--- config.mk ---
export PLATFORM = sky130hd
export DESIGN_NAME = serial_subtractor_flat
export DESIGN_NICKNAME = d
export VERILOG_FILES = /design/src/rtl/serial_subtractor_pkg.sv /design/src/rtl/serial_subtractor_if.sv /design/src/rtl/serial_subtractor_full_subtractor.sv /design/src/rtl/serial_subtractor.sv /design/src/flat_wrapper.sv
export SDC_FILE = /design/constraint.sdc
export NUM_CORES = 1
export LEC_CHECK = 0
export ABC_CLOCK_PERIOD_IN_PS = 2000
export BUFFER_PORTS_ARGS = -buffer_cell sky130_fd_sc_hd__buf_4
export CAP_MARGIN = 25
export CELL_PAD_IN_SITES_DETAIL_PLACEMENT = 0
export CELL_PAD_IN_SITES_GLOBAL_PLACEMENT = 1
export CORE_MARGIN = 1
export CORE_UTILIZATION = 43
export CTS_CLUSTER_DIAMETER = 50
export DETAILED_ROUTE_END_ITERATION = 10
export PLACE_DENSITY = 0.85
export SYNTH_ARGS = -nofsm -noshare
export SYNTH_HDL_FRONTEND = slang
export SYNTH_SLANG_ARGS = --single-unit
--- constraint.sdc ---
create_clock -name clk -period 2 [get_ports clk]
set_clock_uncertainty 0.2 [all_clocks]
set_input_delay 0.1 -clock clk [delete_from_list [all_inputs] [get_ports clk]]
set_output_delay 0.1 -clock clk [all_outputs]
set_load 0.02 [all_outputs]
--- src/rtl/serial_subtractor_pkg.sv ---
// Shared types and sizing helpers for the bit-serial subtractor.
package serial_subtractor_pkg;

    typedef enum logic [1:0] {
        IDLE  = 2'd0,
        SHIFT = 2'd1,
        DONE  = 2'd2
    } state_t;

    // Bit counter width; WIDTH >= 2 keeps this at least one bit.
    function automatic int cnt_width(input int width);
        return (width < 2) ? 1 : $clog2(width);
    endfunction

endpackage

--- src/rtl/serial_subtractor_if.sv ---
// Start/done handshake, operands and result of the serial subtractor.
interface serial_subtractor_if #(
    parameter int WIDTH = 4
);
    logic             start;
    logic [WIDTH-1:0] a;
    logic [WIDTH-1:0] b;
    logic             borrowIn;
    logic             busy;
    logic             done;
    logic [WIDTH-1:0] difference;
    logic             borrowOut;

    modport master (
        output start, a, b, borrowIn,
        input  busy, done, difference, borrowOut
    );

    modport slave (
        input  start, a, b, borrowIn,
        output busy, done, difference, borrowOut
    );
endinterface

--- src/rtl/serial_subtractor_full_subtractor.sv ---
// One-bit full subtractor cell: diff = a - b - borrowIn.
module full_subtractor (
    input  logic a,
    input  logic b,
    input  logic borrowIn,
    output logic diff,
    output logic borrowOut
);
    assign diff      = a ^ b ^ borrowIn;
    assign borrowOut = (~a & b) | (~(a ^ b) & borrowIn);
endmodule

--- src/rtl/serial_subtractor.sv ---
// Bit-serial unsigned subtractor: one full-subtractor cell, LSB first,
// WIDTH shift cycles per operation plus a one-cycle done state.
module serial_subtractor
    import serial_subtractor_pkg::*;
#(
    parameter int WIDTH = 4
) (
    input  logic                clk,
    input  logic                resetN,
    serial_subtractor_if.slave  bus
);
    localparam int CNT_W = cnt_width(WIDTH);

    state_t           state;
    state_t           next_state;
    logic [CNT_W-1:0] cnt;
    logic [WIDTH-1:0] a_reg;
    logic [WIDTH-1:0] b_reg;
    logic [WIDTH-1:0] diff_sr;
    logic             borrow_reg;
    logic             cell_d;
    logic             cell_bout;
    logic             load;
    logic             last_bit;
    logic [WIDTH-1:0] diff_next;
    logic [WIDTH-1:0] difference_q;
    logic             borrow_out_q;

    assign last_bit  = (cnt == CNT_W'(WIDTH - 1));
    assign diff_next = {cell_d, diff_sr[WIDTH-1:1]};

    full_subtractor u_cell (
        .a         (a_reg[0]),
        .b         (b_reg[0]),
        .borrowIn  (borrow_reg),
        .diff      (cell_d),
        .borrowOut (cell_bout)
    );

    always_ff @(posedge clk or negedge resetN) begin
        if (!resetN) begin
            state <= IDLE;
        end else begin
            state <= next_state;
        end
    end

    // Start is only honoured in IDLE and DONE; SHIFT ignores it entirely.
    always_comb begin
        next_state = state;
        load       = 1'b0;
        case (state)
            IDLE: begin
                if (bus.start) begin
                    next_state = SHIFT;
                    load       = 1'b1;
                end
            end
            SHIFT: begin
                if (last_bit) begin
                    next_state = DONE;
                end
            end
            DONE: begin
                if (bus.start) begin
                    next_state = SHIFT;
                    load       = 1'b1;
                end else begin
                    next_state = IDLE;
                end
            end
            default: next_state = IDLE;
        endcase
    end

    always_ff @(posedge clk or negedge resetN) begin
        if (!resetN) begin
            cnt          <= '0;
            a_reg        <= '0;
            b_reg        <= '0;
            diff_sr      <= '0;
            borrow_reg   <= 1'b0;
            difference_q <= '0;
            borrow_out_q <= 1'b0;
        end else if (load) begin
            cnt        <= '0;
            a_reg      <= bus.a;
            b_reg      <= bus.b;
            diff_sr    <= '0;
            borrow_reg <= bus.borrowIn;
        end else if (state == SHIFT) begin
            a_reg      <= a_reg >> 1;
            b_reg      <= b_reg >> 1;
            diff_sr    <= diff_next;
            borrow_reg <= cell_bout;
            // Visible result only moves on the final bit so it stays held otherwise.
            if (last_bit) begin
                cnt          <= '0;
                difference_q <= diff_next;
                borrow_out_q <= cell_bout;
            end else begin
                cnt <= cnt + CNT_W'(1);
            end
        end
    end

    assign bus.busy       = (state == SHIFT);
    assign bus.done       = (state == DONE);
    assign bus.difference = difference_q;
    assign bus.borrowOut  = borrow_out_q;

endmodule

--- src/flat_wrapper.sv ---
// flat-port wrapper written by rule: the top's interface ports become plain ports
module serial_subtractor_flat import serial_subtractor_pkg::*;
#(
    parameter int WIDTH = 4
)
  (clk, resetN, bus_start, bus_a, bus_b, bus_borrowIn, bus_busy, bus_done, bus_difference, bus_borrowOut);
  serial_subtractor_if #(.WIDTH(WIDTH)) bus_i ();
  input  logic clk;
  input  logic resetN;
  input wire logic [$bits(bus_i.start)-1:0] bus_start;
  input wire logic [$bits(bus_i.a)-1:0] bus_a;
  input wire logic [$bits(bus_i.b)-1:0] bus_b;
  input wire logic [$bits(bus_i.borrowIn)-1:0] bus_borrowIn;
  output wire logic [$bits(bus_i.busy)-1:0] bus_busy;
  output wire logic [$bits(bus_i.done)-1:0] bus_done;
  output wire logic [$bits(bus_i.difference)-1:0] bus_difference;
  output wire logic [$bits(bus_i.borrowOut)-1:0] bus_borrowOut;
  assign bus_i.start = bus_start;
  assign bus_i.a = bus_a;
  assign bus_i.b = bus_b;
  assign bus_i.borrowIn = bus_borrowIn;
  assign bus_busy = bus_i.busy;
  assign bus_done = bus_i.done;
  assign bus_difference = bus_i.difference;
  assign bus_borrowOut = bus_i.borrowOut;
  serial_subtractor #(.WIDTH(WIDTH)) u_core (.clk(clk), .resetN(resetN), .bus(bus_i));
endmodule
==> metrics.yaml <==
outcome:
  status: "finished clean"
setup_path:
  rr_endpoint: "u_core.diff_sr[3]"
  critPathCaptureType: "register"
  cpPeakStageDelay_ns: 0.50
  critPathLaunch: "u_core.a_reg[0]"
  r2r_slack_ns: 0.28
  worst_r2r_startpoint: "u_core.a_reg[0]"
  cp-endpoint: "u_core.diff_sr[3]"
  setup.worst_path.class: "reg2reg"
  r2r_cells: 3
  crit_fanout: 3
  crit_path_start_kind: "register"
  arrival_ns: 1.71
  worstPathRequired_ns: 1.99
  crit_chain: "fa_1 -> mux2_4 -> a22o_1"
  slowest_stage: "fa_1"
synthesis:
  synthAdderAreaFrac: 0.0298
  yosysUniqueCellTypes: 24
  ys_seq_area_frac: 0.481
  synth-edff-count: 0
  yosys_register_bits: 21
  async_reset_ff_frac: 1.00
  synth-compound-area-share: 0.137
  synth_flop_cell: "dfrtp_1"
  synthTopCellsByArea: "dfrtp_1 (48%), mux2i_1 (7.3%), mux2_4 (6.9%), a211oi_1 (4.8%), mux2_2 (4.1%)"
  synth_mux_area_frac: 0.183
  yosysTopAreaCell: "dfrtp_1"
  synth_top_area_frac: 0.481
  synth_xor_area_frac: 0
  ys_warn_count: 0
  synth_top_family_by_area: "multiplexers"
  yosys.area_share.simple: 0.111
  syn_nets: 103
  syn_area_per_cell_um2: 12.3
  syn_inst: 89
  synth_commonest_cells: "dfrtp_1 (21), mux2i_1 (8), a211oi_1 (7), a21oi_1 (7)"
  netlist_area_um2: 1090
  yosysMostFrequentCell: "dfrtp_1"
layout:
  multiInputGateArea_um2: 504
  fin_nets: 134
  regArea_um2: 526
  n_antenna_cell: 0
  post-route-cell-area_um2: 1370
  finalNonFillerCells: 147
  final_layout_size_suffix_gt1_frac: 0.303
  nFillCells: 214
  synthToLayoutAreaGrowth_pct: 25.8
sta:
  setup_viol: 0
  fin_crit_sh: 0.862
  tns_ns: 0
  worstMarginPinSlew_ns: 0.477
  hold_violations: 0
  fmax_mhz: 580
  drv_slew: 0
  slew_headroom: 0.682
  rsz0062_at_grt: "false"
  finalCriticalPeriod_ns: 1.72
cts:
  cts_made_buffers: 3
  cts_tree: "done"
  htree_num_levels: 1
  clkLatencyLatePin_ns: 0.29
  cts_root_buf: "clkbuf_4"
  ctsResizeCount: 0
  clkTransAtPathRegs_ns: 0.11
  cts.path.max_buffers: 2
  cts.sinks: 21
drt:
  num_vias: 747
  drtPass1Iterations: 3
  via_per_inst: 5.08
  avgRoutedWirePerCell_um: 12.7
  drt_iter0_drc: 3
  drc_errors: 0
  ant_nets: 0
  postRouteWirelength_mm: 1.87
placed_design:
  placement.cell_area_um2: 1240
  place_congestion: 0.756
  numPortBuffers: 18
  dp_cells: 132
  hpwl_mm: 1.31
power:
  power_density_nw_per_um2: 1400
  vdd_ir_drop_max_mv: 0.736
  p_leak_nw: 0.657
  design_power_total_w: 0.00193
die:
  core_um2: 2300
  io_pins: 19
  dieWidth_um: 52.4
  rows: 17
  die_h_um: 52.4
  initial_core_util: 0.475
  dieArea_um2: 2750
global_routing:
  grt_max_degree: 22
  grt_pass1_vias: 694
  grt_util_all_layers: 0.155
  grt_overflow: 0
  antenna_found_initial: 0
  grt_pass1_wl_mm: 3.08
job:
  drv_cap: 0
worst_hold_path:
  hp-class: "in2async"
[kinds of logic (layout without fill, tap and decap cells)]
kind of cell               Yosys count  in the layout
DFF                                 21             21
adders and majority gates            2              2
muxes                               17             17
buffers and inverters               10             40
AOI/OAI and AO/OA                   23             23
and+or+nand+nor                     16             16
[layout by cell type (no fill, tap or decap), types with 2 or more instances in the layout]
cell	Yosys	final
o21ai_1	2	2
dfrtp_1	21	21
buf_4	2	21
o21ai_0	2	2
a21oi_1	7	7
mux2_2	4	4
inv_1	4	4
nand3_1	3	3
mux2i_1	8	8
a22o_1	4	4
a211oi_1	7	7
mux2_4	5	5
and2b_1	5	5
nor2b_1	3	3
dlygate4sd3_1	0	11
clkbuf_4	0	3
[worst max-delay path: cells and delay by family, from the launching register on]
kind / cells / cell delay (ns)
AO/OA/AOI/OAI: 1 / 0.22
flip-flops: 1 / 0.43
adder cells (fa/ha/maj): 1 / 0.50
multiplexers: 1 / 0.28
[worst min path at each step]
stage	start	to	slack (ns)	cells after the start
floorplan	resetN	u_core.a_reg[0]	-0.40	0
detailed placement	resetN	u_core.bus.difference[1]	-0.20	1
global placement	resetN	u_core.cnt[0]	-0.20	1
finish	resetN	u_core.bus.difference[1]	0.008	2
global route	resetN	u_core.bus.difference[1]	0.04	2
CTS	resetN	u_core.bus.difference[1]	0.01	2
[per-layer routing]
layer | GRT usage | share of wire
met5 | 0 | 0
met4 | 0.0526 | 0.0064
met3 | 0.0261 | 0.026
met2 | 0.270 | 0.50
met1 | 0.192 | 0.47
[stage by stage]
step	setup WS, ns	hold WS (ns)	utilization
finish	0.276	0.00791	0.598
floorplan	0.328	-0.396	-
detailed placement	0.284	-0.199	0.539
CTS	0.268	0.0113	0.598
global route	0.207	0.0418	0.598
global placement	0.312	-0.201	0.539
[power by group]
part / switching (W) / internal (W) / total [W]
combinational: 0.000394 / 0.000533 / 0.000927
sequential: 0.000184 / 0.000621 / 0.000804
clock: 0.000121 / 0.0000775 / 0.000198
[layout make-up]
cell class / count / share of cell area
sequential: 21 / 0.383
timing repair buffer: 32 / 0.195
tap: 28 / 0.0255
clock buffer: 4 / 0.0191
multi-input combinational: 58 / 0.367
inverter: 4 / 0.0109
[repair_timing]
| item | 4_1_cts | 5_1_grt |
|---|---|---|
| hold buffers | 11 | 0 |
| buffers inserted | 0 | 0 |
| hold endpoints to repair | 31 | 0 |
No activity file was read; power rests on OpenSTA's default activity.
